[config.mk]
export PLATFORM = sky130hd
export DESIGN_NAME = alu_sequential_n_bit_flat
export DESIGN_NICKNAME = d
export VERILOG_FILES = /design/src/rtl/alu_sequential_n_bit_if.sv /design/src/rtl/alu_sequential_n_bit.sv /design/src/flat_wrapper.sv
export SDC_FILE = /design/constraint.sdc
export NUM_CORES = 1
export LEC_CHECK = 0
export CORE_MARGIN = 2
export CORE_UTILIZATION = 46
export CTS_BUF_LIST = sky130_fd_sc_hd__clkbuf_8
export DETAILED_ROUTE_END_ITERATION = 10
export PLACE_DENSITY = 0.72
export SLEW_MARGIN = 10
export SYNTH_ARGS = -nofsm -noshare
export SYNTH_HDL_FRONTEND = slang
export SYNTH_SLANG_ARGS = --single-unit
[constraint.sdc]
create_clock -name Clk_In -period 7.6 [get_ports Clk_In]
set_input_delay 1.14 -clock Clk_In [delete_from_list [all_inputs] [get_ports Clk_In]]
set_output_delay 1.14 -clock Clk_In [all_outputs]
set_load 0.01 [all_outputs]
[src/rtl/alu_sequential_n_bit_if.sv]
// alu_sequential_n_bit_if -- request/response bundle of the sequential ALU.
// The requester drives operands, opcode, Start and Enable; the ALU returns
// the registered result, status flags and the Busy/Valid handshake.
interface alu_sequential_n_bit_if #(
  parameter int DATA_WIDTH = 16
);
  logic                  Enable_In;
  logic                  Start_In;
  logic [3:0]            ALU_Operation_Select_In;
  logic [DATA_WIDTH-1:0] Data_A_In;
  logic [DATA_WIDTH-1:0] Data_B_In;
  logic                  Busy_Out;
  logic                  Valid_Out;
  logic [DATA_WIDTH-1:0] Result_Out;
  logic                  Carry_Out;
  logic                  Zero_Out;
  logic                  Negative_Out;
  logic                  Overflow_Out;
  logic                  Div_Zero_Out;
  logic                  Illegal_Op_Out;

  modport master (
    output Enable_In, Start_In, ALU_Operation_Select_In, Data_A_In, Data_B_In,
    input  Busy_Out, Valid_Out, Result_Out, Carry_Out, Zero_Out, Negative_Out,
           Overflow_Out, Div_Zero_Out, Illegal_Op_Out
  );

  modport slave (
    input  Enable_In, Start_In, ALU_Operation_Select_In, Data_A_In, Data_B_In,
    output Busy_Out, Valid_Out, Result_Out, Carry_Out, Zero_Out, Negative_Out,
           Overflow_Out, Div_Zero_Out, Illegal_Op_Out
  );
endinterface

[src/rtl/alu_sequential_n_bit.sv]
// alu_sequential_n_bit -- registered N-bit ALU with the 16-op opcode map.
// Build option: define ALU_MUL_DIV_EN to include the iterative shift-add
// multiplier / restoring divider (ops 5-7, N+1 cycle latency). Without it,
// ops 5-7 finish in one cycle with a zero result and Illegal_Op_Out set.
module alu_sequential_n_bit #(
  parameter int DATA_WIDTH = 16
) (
  input logic                   Clk_In,
  input logic                   Reset_n_In,
  alu_sequential_n_bit_if.slave bus
);
  localparam int N = DATA_WIDTH;
  localparam logic [N:0] ONE = {{N{1'b0}}, 1'b1};

  typedef enum logic [1:0] {IDLE = 2'd0, EXEC = 2'd1, ITER = 2'd2} state_t;

  state_t       state, state_nx;
  logic         en;
  logic [3:0]   op;
  logic [N-1:0] opa, opb;
  logic [N:0]   a_x, b_x;
  logic         go_iter, last_iter, finish;
  logic [N:0]   res_nx;
  logic         ov_nx, dz_nx, ill_nx;
  logic         valid_q, carry_q, zero_q, neg_q, ov_q, dz_q, ill_q;
  logic [N-1:0] result_q;

  assign en  = bus.Enable_In;
  assign a_x = {1'b0, opa};
  assign b_x = {1'b0, opb};

`ifdef ALU_MUL_DIV_EN
  localparam int CW = $clog2(N + 1);

  // work_hi: product high half / partial remainder
  // work_lo: multiplier being consumed / dividend shifting out, quotient in
  logic [CW-1:0] cnt;
  logic [N-1:0]  work_hi, work_lo, hi_nx, lo_nx;
  logic [N:0]    mul_sum, rem_sh;
  logic          ge, b_zero, is_muldiv;

  assign b_zero    = (opb == '0);
  assign is_muldiv = (op == 4'h5) || (op == 4'h6) || (op == 4'h7);
  // divide by zero short-circuits in EXEC; multiply by zero still iterates
  assign go_iter   = is_muldiv && !(b_zero && (op != 4'h5));
  assign last_iter = (state == ITER) && (cnt == CW'(1));
`else
  assign go_iter   = 1'b0;
  assign last_iter = 1'b0;
`endif

  assign finish = ((state == EXEC) && !go_iter) || last_iter;

  // State register; Enable_In low freezes the FSM.
  always_ff @(posedge Clk_In or negedge Reset_n_In) begin
    if (!Reset_n_In)  state <= IDLE;
    else if (en)      state <= state_nx;
  end

  // Next state: every op passes through EXEC, mul/div then spends N cycles in ITER.
  always_comb begin
    state_nx = state;
    case (state)
      IDLE:    if (bus.Start_In) state_nx = EXEC;
      EXEC:    state_nx = go_iter ? ITER : IDLE;
`ifdef ALU_MUL_DIV_EN
      ITER:    if (last_iter) state_nx = IDLE;
`endif
      default: state_nx = IDLE;
    endcase
  end

  // Output/result decode: {carry,result} as the (N+1)-bit truncation per opcode.
  always_comb begin
    res_nx = '0;
    ov_nx  = 1'b0;
    dz_nx  = 1'b0;
    ill_nx = 1'b0;
    case (op)
      4'h0: begin
        res_nx = a_x + ONE;
        ov_nx  = !opa[N-1] && res_nx[N-1];
      end
      4'h1: begin
        res_nx = a_x - ONE;
        ov_nx  = opa[N-1] && !res_nx[N-1];
      end
      4'h2: begin
        res_nx = a_x + b_x;
        ov_nx  = (opa[N-1] == opb[N-1]) && (res_nx[N-1] != opa[N-1]);
      end
      4'h3: begin
        res_nx = a_x - b_x;
        ov_nx  = (opa[N-1] != opb[N-1]) && (res_nx[N-1] != opa[N-1]);
      end
      4'h4: begin
        res_nx = b_x - a_x;
        ov_nx  = (opb[N-1] != opa[N-1]) && (res_nx[N-1] != opb[N-1]);
      end
      4'h5, 4'h6, 4'h7: begin
`ifdef ALU_MUL_DIV_EN
        // final ITER step feeds the result straight from the step logic
        if (b_zero && (op != 4'h5)) begin
          dz_nx  = 1'b1;
          res_nx = (op == 4'h6) ? {1'b0, {N{1'b1}}} : a_x;
        end else if (op == 4'h5) begin
          res_nx = {hi_nx[0], lo_nx};
        end else if (op == 4'h6) begin
          res_nx = {1'b0, lo_nx};
        end else begin
          res_nx = {1'b0, hi_nx};
        end
`else
        ill_nx = 1'b1;
`endif
      end
      4'h8:    res_nx = {1'b0, opa & opb};
      4'h9:    res_nx = {1'b0, opa | opb};
      4'hA:    res_nx = {1'b0, ~opa};
      4'hB:    res_nx = {1'b0, ~opb};
      4'hC:    res_nx = {1'b0, ~(opa & opb)};
      4'hD:    res_nx = {1'b0, ~(opa | opb)};
      4'hE:    res_nx = {1'b0, opa ^ opb};
      default: res_nx = {1'b0, ~(opa ^ opb)};
    endcase
  end

  // Operand capture on accept; result and flags load only on the finishing edge.
  always_ff @(posedge Clk_In or negedge Reset_n_In) begin
    if (!Reset_n_In) begin
      op       <= '0;
      opa      <= '0;
      opb      <= '0;
      valid_q  <= 1'b0;
      result_q <= '0;
      carry_q  <= 1'b0;
      zero_q   <= 1'b1;
      neg_q    <= 1'b0;
      ov_q     <= 1'b0;
      dz_q     <= 1'b0;
      ill_q    <= 1'b0;
    end else if (en) begin
      if ((state == IDLE) && bus.Start_In) begin
        op  <= bus.ALU_Operation_Select_In;
        opa <= bus.Data_A_In;
        opb <= bus.Data_B_In;
      end
      valid_q <= finish;
      if (finish) begin
        result_q <= res_nx[N-1:0];
        carry_q  <= res_nx[N];
        zero_q   <= (res_nx[N-1:0] == '0);
        neg_q    <= res_nx[N-1];
        ov_q     <= ov_nx;
        dz_q     <= dz_nx;
        ill_q    <= ill_nx;
      end
    end
  end

`ifdef ALU_MUL_DIV_EN
  // One engine step: shift-add multiply bit, or one restoring-division bit.
  always_comb begin
    mul_sum = '0;
    rem_sh  = '0;
    ge      = 1'b0;
    hi_nx   = work_hi;
    lo_nx   = work_lo;
    if (op == 4'h5) begin
      mul_sum = {1'b0, work_hi} + (work_lo[0] ? a_x : '0);
      hi_nx   = mul_sum[N:1];
      lo_nx   = {mul_sum[0], work_lo[N-1:1]};
    end else begin
      rem_sh = {work_hi, work_lo[N-1]};
      ge     = (rem_sh >= b_x);
      hi_nx  = ge ? N'(rem_sh - b_x) : rem_sh[N-1:0];
      lo_nx  = {work_lo[N-2:0], ge};
    end
  end

  // Engine registers: seeded in EXEC, stepped and counted down in ITER.
  always_ff @(posedge Clk_In or negedge Reset_n_In) begin
    if (!Reset_n_In) begin
      cnt     <= '0;
      work_hi <= '0;
      work_lo <= '0;
    end else if (en) begin
      if (state == EXEC) begin
        cnt     <= CW'(N);
        work_hi <= '0;
        work_lo <= (op == 4'h5) ? opb : opa;
      end else if (state == ITER) begin
        cnt     <= cnt - CW'(1);
        work_hi <= hi_nx;
        work_lo <= lo_nx;
      end
    end
  end
`endif

  assign bus.Busy_Out       = (state != IDLE);
  assign bus.Valid_Out      = valid_q;
  assign bus.Result_Out     = result_q;
  assign bus.Carry_Out      = carry_q;
  assign bus.Zero_Out       = zero_q;
  assign bus.Negative_Out   = neg_q;
  assign bus.Overflow_Out   = ov_q;
  assign bus.Div_Zero_Out   = dz_q;
  assign bus.Illegal_Op_Out = ill_q;
endmodule

[src/flat_wrapper.sv]
// flat-port wrapper written by rule: the top's interface ports become plain ports
module alu_sequential_n_bit_flat 
#(
  parameter int DATA_WIDTH = 16
)
  (Clk_In, Reset_n_In, bus_Enable_In, bus_Start_In, bus_ALU_Operation_Select_In, bus_Data_A_In, bus_Data_B_In, bus_Busy_Out, bus_Valid_Out, bus_Result_Out, bus_Carry_Out, bus_Zero_Out, bus_Negative_Out, bus_Overflow_Out, bus_Div_Zero_Out, bus_Illegal_Op_Out);
  alu_sequential_n_bit_if #(.DATA_WIDTH(DATA_WIDTH)) bus_i ();
  input logic Clk_In;
  input logic Reset_n_In;
  input wire logic [$bits(bus_i.Enable_In)-1:0] bus_Enable_In;
  input wire logic [$bits(bus_i.Start_In)-1:0] bus_Start_In;
  input wire logic [$bits(bus_i.ALU_Operation_Select_In)-1:0] bus_ALU_Operation_Select_In;
  input wire logic [$bits(bus_i.Data_A_In)-1:0] bus_Data_A_In;
  input wire logic [$bits(bus_i.Data_B_In)-1:0] bus_Data_B_In;
  output wire logic [$bits(bus_i.Busy_Out)-1:0] bus_Busy_Out;
  output wire logic [$bits(bus_i.Valid_Out)-1:0] bus_Valid_Out;
  output wire logic [$bits(bus_i.Result_Out)-1:0] bus_Result_Out;
  output wire logic [$bits(bus_i.Carry_Out)-1:0] bus_Carry_Out;
  output wire logic [$bits(bus_i.Zero_Out)-1:0] bus_Zero_Out;
  output wire logic [$bits(bus_i.Negative_Out)-1:0] bus_Negative_Out;
  output wire logic [$bits(bus_i.Overflow_Out)-1:0] bus_Overflow_Out;
  output wire logic [$bits(bus_i.Div_Zero_Out)-1:0] bus_Div_Zero_Out;
  output wire logic [$bits(bus_i.Illegal_Op_Out)-1:0] bus_Illegal_Op_Out;
  assign bus_i.Enable_In = bus_Enable_In;
  assign bus_i.Start_In = bus_Start_In;
  assign bus_i.ALU_Operation_Select_In = bus_ALU_Operation_Select_In;
  assign bus_i.Data_A_In = bus_Data_A_In;
  assign bus_i.Data_B_In = bus_Data_B_In;
  assign bus_Busy_Out = bus_i.Busy_Out;
  assign bus_Valid_Out = bus_i.Valid_Out;
  assign bus_Result_Out = bus_i.Result_Out;
  assign bus_Carry_Out = bus_i.Carry_Out;
  assign bus_Zero_Out = bus_i.Zero_Out;
  assign bus_Negative_Out = bus_i.Negative_Out;
  assign bus_Overflow_Out = bus_i.Overflow_Out;
  assign bus_Div_Zero_Out = bus_i.Div_Zero_Out;
  assign bus_Illegal_Op_Out = bus_i.Illegal_Op_Out;
  alu_sequential_n_bit #(.DATA_WIDTH(DATA_WIDTH)) u_core (.Clk_In(Clk_In), .Reset_n_In(Reset_n_In), .bus(bus_i));
endmodule
==> out/metrics.csv <==
metric,value,unit
outcome,completed,
drc,0,
fin_ws,3.67,ns
antenna_found_initial,0,
fp.dieH,132,µm
cts.clk_slew.worst_paths,0.08,ns
tightest_slew,1.13,ns
fillers,1553,
crit_arrival,4.25,ns
multi_input_comb_area,0.00550,mm²
vias,7625,
cts.sinks,58,
first_pass_iters,7,
yosys.area.top_type,dfrtp_1,
cts_setup_buffers,0,
cts_tree,yes,
fin_util,52.5,%
criticalPathCategory,flip-flop to flip-flop,
ys.flop_type,dfrtp_1,
p_int,1.30,mW
ant_nets,0,
cp_max_fo,12,
synth_xor_area_share,2.67,%
track_usage,29.6,%
gp_routability_congestion,0.984,
synth-seq-cells,58,
setup_tns,0,ns
p_leak,3.36,nW
clock_latency,0.40,ns
syn-cell-area,0.00754,mm²
cap_violations,0,
post-route-period-util,51.7,%
cts_buffers,9,
syn_avg_cell_area,8.24,µm²
p_switching,1.39,mW
area_growth,10.9,%
wl_per_cell,22.6,µm
syn-num-nets,1031,
final.min_clock_period,3.93,ns
critPathCaptureType,flip-flop,
switching_share,51.7,%
synthAdderAreaFrac,12.9,%
ctsLongestPathBuffers,2,
drv_slew,0,
synth_compound_area_share,28.4,%
hold_buffers,0,
comb_power_share,66.9,%
final_common_cell,ha_1,
io_buffers,62,
viasPerCell,6.61,
pwr-share-seq,19.8,%
postSynthCellCount,915,
grt.met1_usage,41.5,%
clockRootBuffer,clkbuf_8,
drive_gt1_share,13.1,%
place_ws,3.80,ns
antenna_cells,0,
rows,46,
synth_area_leaders,"dfrtp_1 (19%), ha_1 (12%), mux2_2 (6.0%), o21ai_0 (4.2%), a21oi_1 (3.9%)",
num_io_pins,64,
start_kind,flip-flop,
initial_utilization,47.3,%
slew_headroom,24.1,%
hold_violations,0,
seq_area_frac_synth,19.3,%
h-tree-depth,3,
dieWidth,132,µm
rsz0062_at_grt,no,
synth_top_family_by_area,compound AO/OA/AOI/OAI gates,
synth_edf_count,0,
first_iter_violations,1108,
global_route.usage.met2,44.0,%
hp-class,flip-flop to flip-flop,
dieArea,0.0174,mm²
seqCellArea,0.00145,mm²
cellPowerDensity,322,mW/mm²
ys_async_sr_fraction,100,%
setup_viol,0,
required,7.92,ns
max-vdd-ir-drop,0.183,mV
grt_pass1_wl,40.8,mm
synthMuxAreaShare,8.46,%
synthSimpleGateAreaFrac,19.8,%
routed_wl,26.1,mm
synth_top_area_share,18.9,%
post-dp-hpwl,18.7,mm
core_area,0.0159,mm²
p_clk_share,13.2,%
layout_common_cells,"ha_1 (73), o21ai_0 (64), nor2_1 (63)",
yosysUniqueCellTypes,101,
yosys_warnings,0,
met3_usage,6.42,%
fmax,254,MHz
post_cts_resize_count,0,
nets,1049,
grt_pass1_vias,7174,
grt_max_degree,64,
grt_overflow,0,
fin_skew,0.0242,ns
grt_busiest_layer,met2,
==> state kept, by name (all words and copies together), names as in the netlist <==
register,flops
u_core.bus.Overflow_Out,1
u_core.opb,16
u_core.state,1
u_core.bus.Illegal_Op_Out,1
u_core.bus.Result_Out,16
u_core.op,4
u_core.bus.Valid_Out,1
u_core.opa,16
u_core.bus.Carry_Out,1
u_core.bus.Zero_Out,1
==> logic make-up (layout without fill, tap and decap cells) <==
group	after synthesis	after routing
buffers and inverters	125	148
adder cells (fa/ha/maj)	76	76
multiplexers	55	55
other	1	1
XOR/XNOR	23	23
flip-flops	58	58
AO/OA/AOI/OAI	298	298
AND/OR/NAND/NOR	279	279
==> critical path, stage by stage (launching register included) <==
cell       delay (ns)
dfrtp_1          0.55
inv_1            0.23
ha_1             0.62
nor2_1           0.18
a221oi_2         0.51
nor4_1           0.13
o32ai_2          0.34
mux2i_1          0.12
nor3_1           0.29
o21ai_0          0.15
a22oi_1          0.32
o2111ai_1        0.21
o31ai_2          0.21
==> metal layers <==
layer,wire length [µm],vias up
li1,-,3434
met1,11300,3673
met2,11300,455
met3,2580,63
met4,808,0
met5,0,-
==> layout make-up <==
cell class                      instances  share of cell area (%)
Multi-Input combinational cell        732                    65.8
Clock inverter                          6                    1.08
Inverter                               61                    2.74
Sequential cell                        58                    17.4
Clock buffer                           10                    1.65
Tap cell                              216                    3.23
Timing Repair Buffer                   71                    8.17
==> cells in the mapped netlist, types with 7 or more instances <==
library cell  instances
buf_2                22
buf_4                 9
inv_1                53
mux2i_1              12
o221ai_1             13
o21ai_0              64
nand2_1              60
ha_1                 73
mux2_2               40
nor3_1               26
and2_1                7
a21oi_1              59
nor2_1               63
and3_1                7
o2111ai_1             7
o21ai_1               8
a22oi_1              10
o22ai_1              12
o21bai_1              7
xnor2_1              22
a31oi_1               7
nand3_1              31
nand2b_1             11
dfrtp_1              57
clkbuf_1             17
o211ai_1             10
o21a_1               10
or3_1                11
nor4_1                8
nor2b_1              12
buf_6                13
a211oi_1             10
==> power groups by stage <==
stage / Combinational (mW) / Sequential (mW) / Clock [mW]
after detailed placement: 1.73 / 0.533 / 0
after global placement: 1.74 / 0.532 / 0
final: 1.80 / 0.533 / 0.356
after global routing: 1.93 / 0.547 / 0.372
after CTS: 1.75 / 0.528 / 0.359
after floorplan: 1.27 / 0.500 / 0
==> metrics by stage <==
step / power [mW] / area [µm²] / hold WS, ns / cells
5_1_grt: 2.85 / 8360 / 0.524 / 1154
6_report: 2.69 / 8360 / 0.491 / 1154
3_3_place_gp: 2.27 / 8140 / 0.475 / 1138
2_1_floorplan: 1.77 / 7540 / 0.489 / 915
3_5_place_dp: 2.27 / 8140 / 0.476 / 1138
4_1_cts: 2.64 / 8360 / 0.494 / 1154
==> path summary, 6_finish.rpt <==
path	startpoint	slack [ns]	depth (start not counted)	endpoint
min	u_core.bus.Result_Out[14]	0.49	2	u_core.bus.Result_Out[14]
max reg2reg	u_core.opa[4]	3.67	12	u_core.bus.Zero_Out
max	u_core.opa[4]	3.67	12	u_core.bus.Zero_Out
min in group asynchronous	Reset_n_In	0.89	2	u_core.opa[10]
min reg2reg	u_core.bus.Result_Out[14]	0.49	2	u_core.bus.Result_Out[14]
max in group asynchronous	Reset_n_In	6.15	2	u_core.bus.Result_Out[14]
Power figures use the tool's default switching activity.
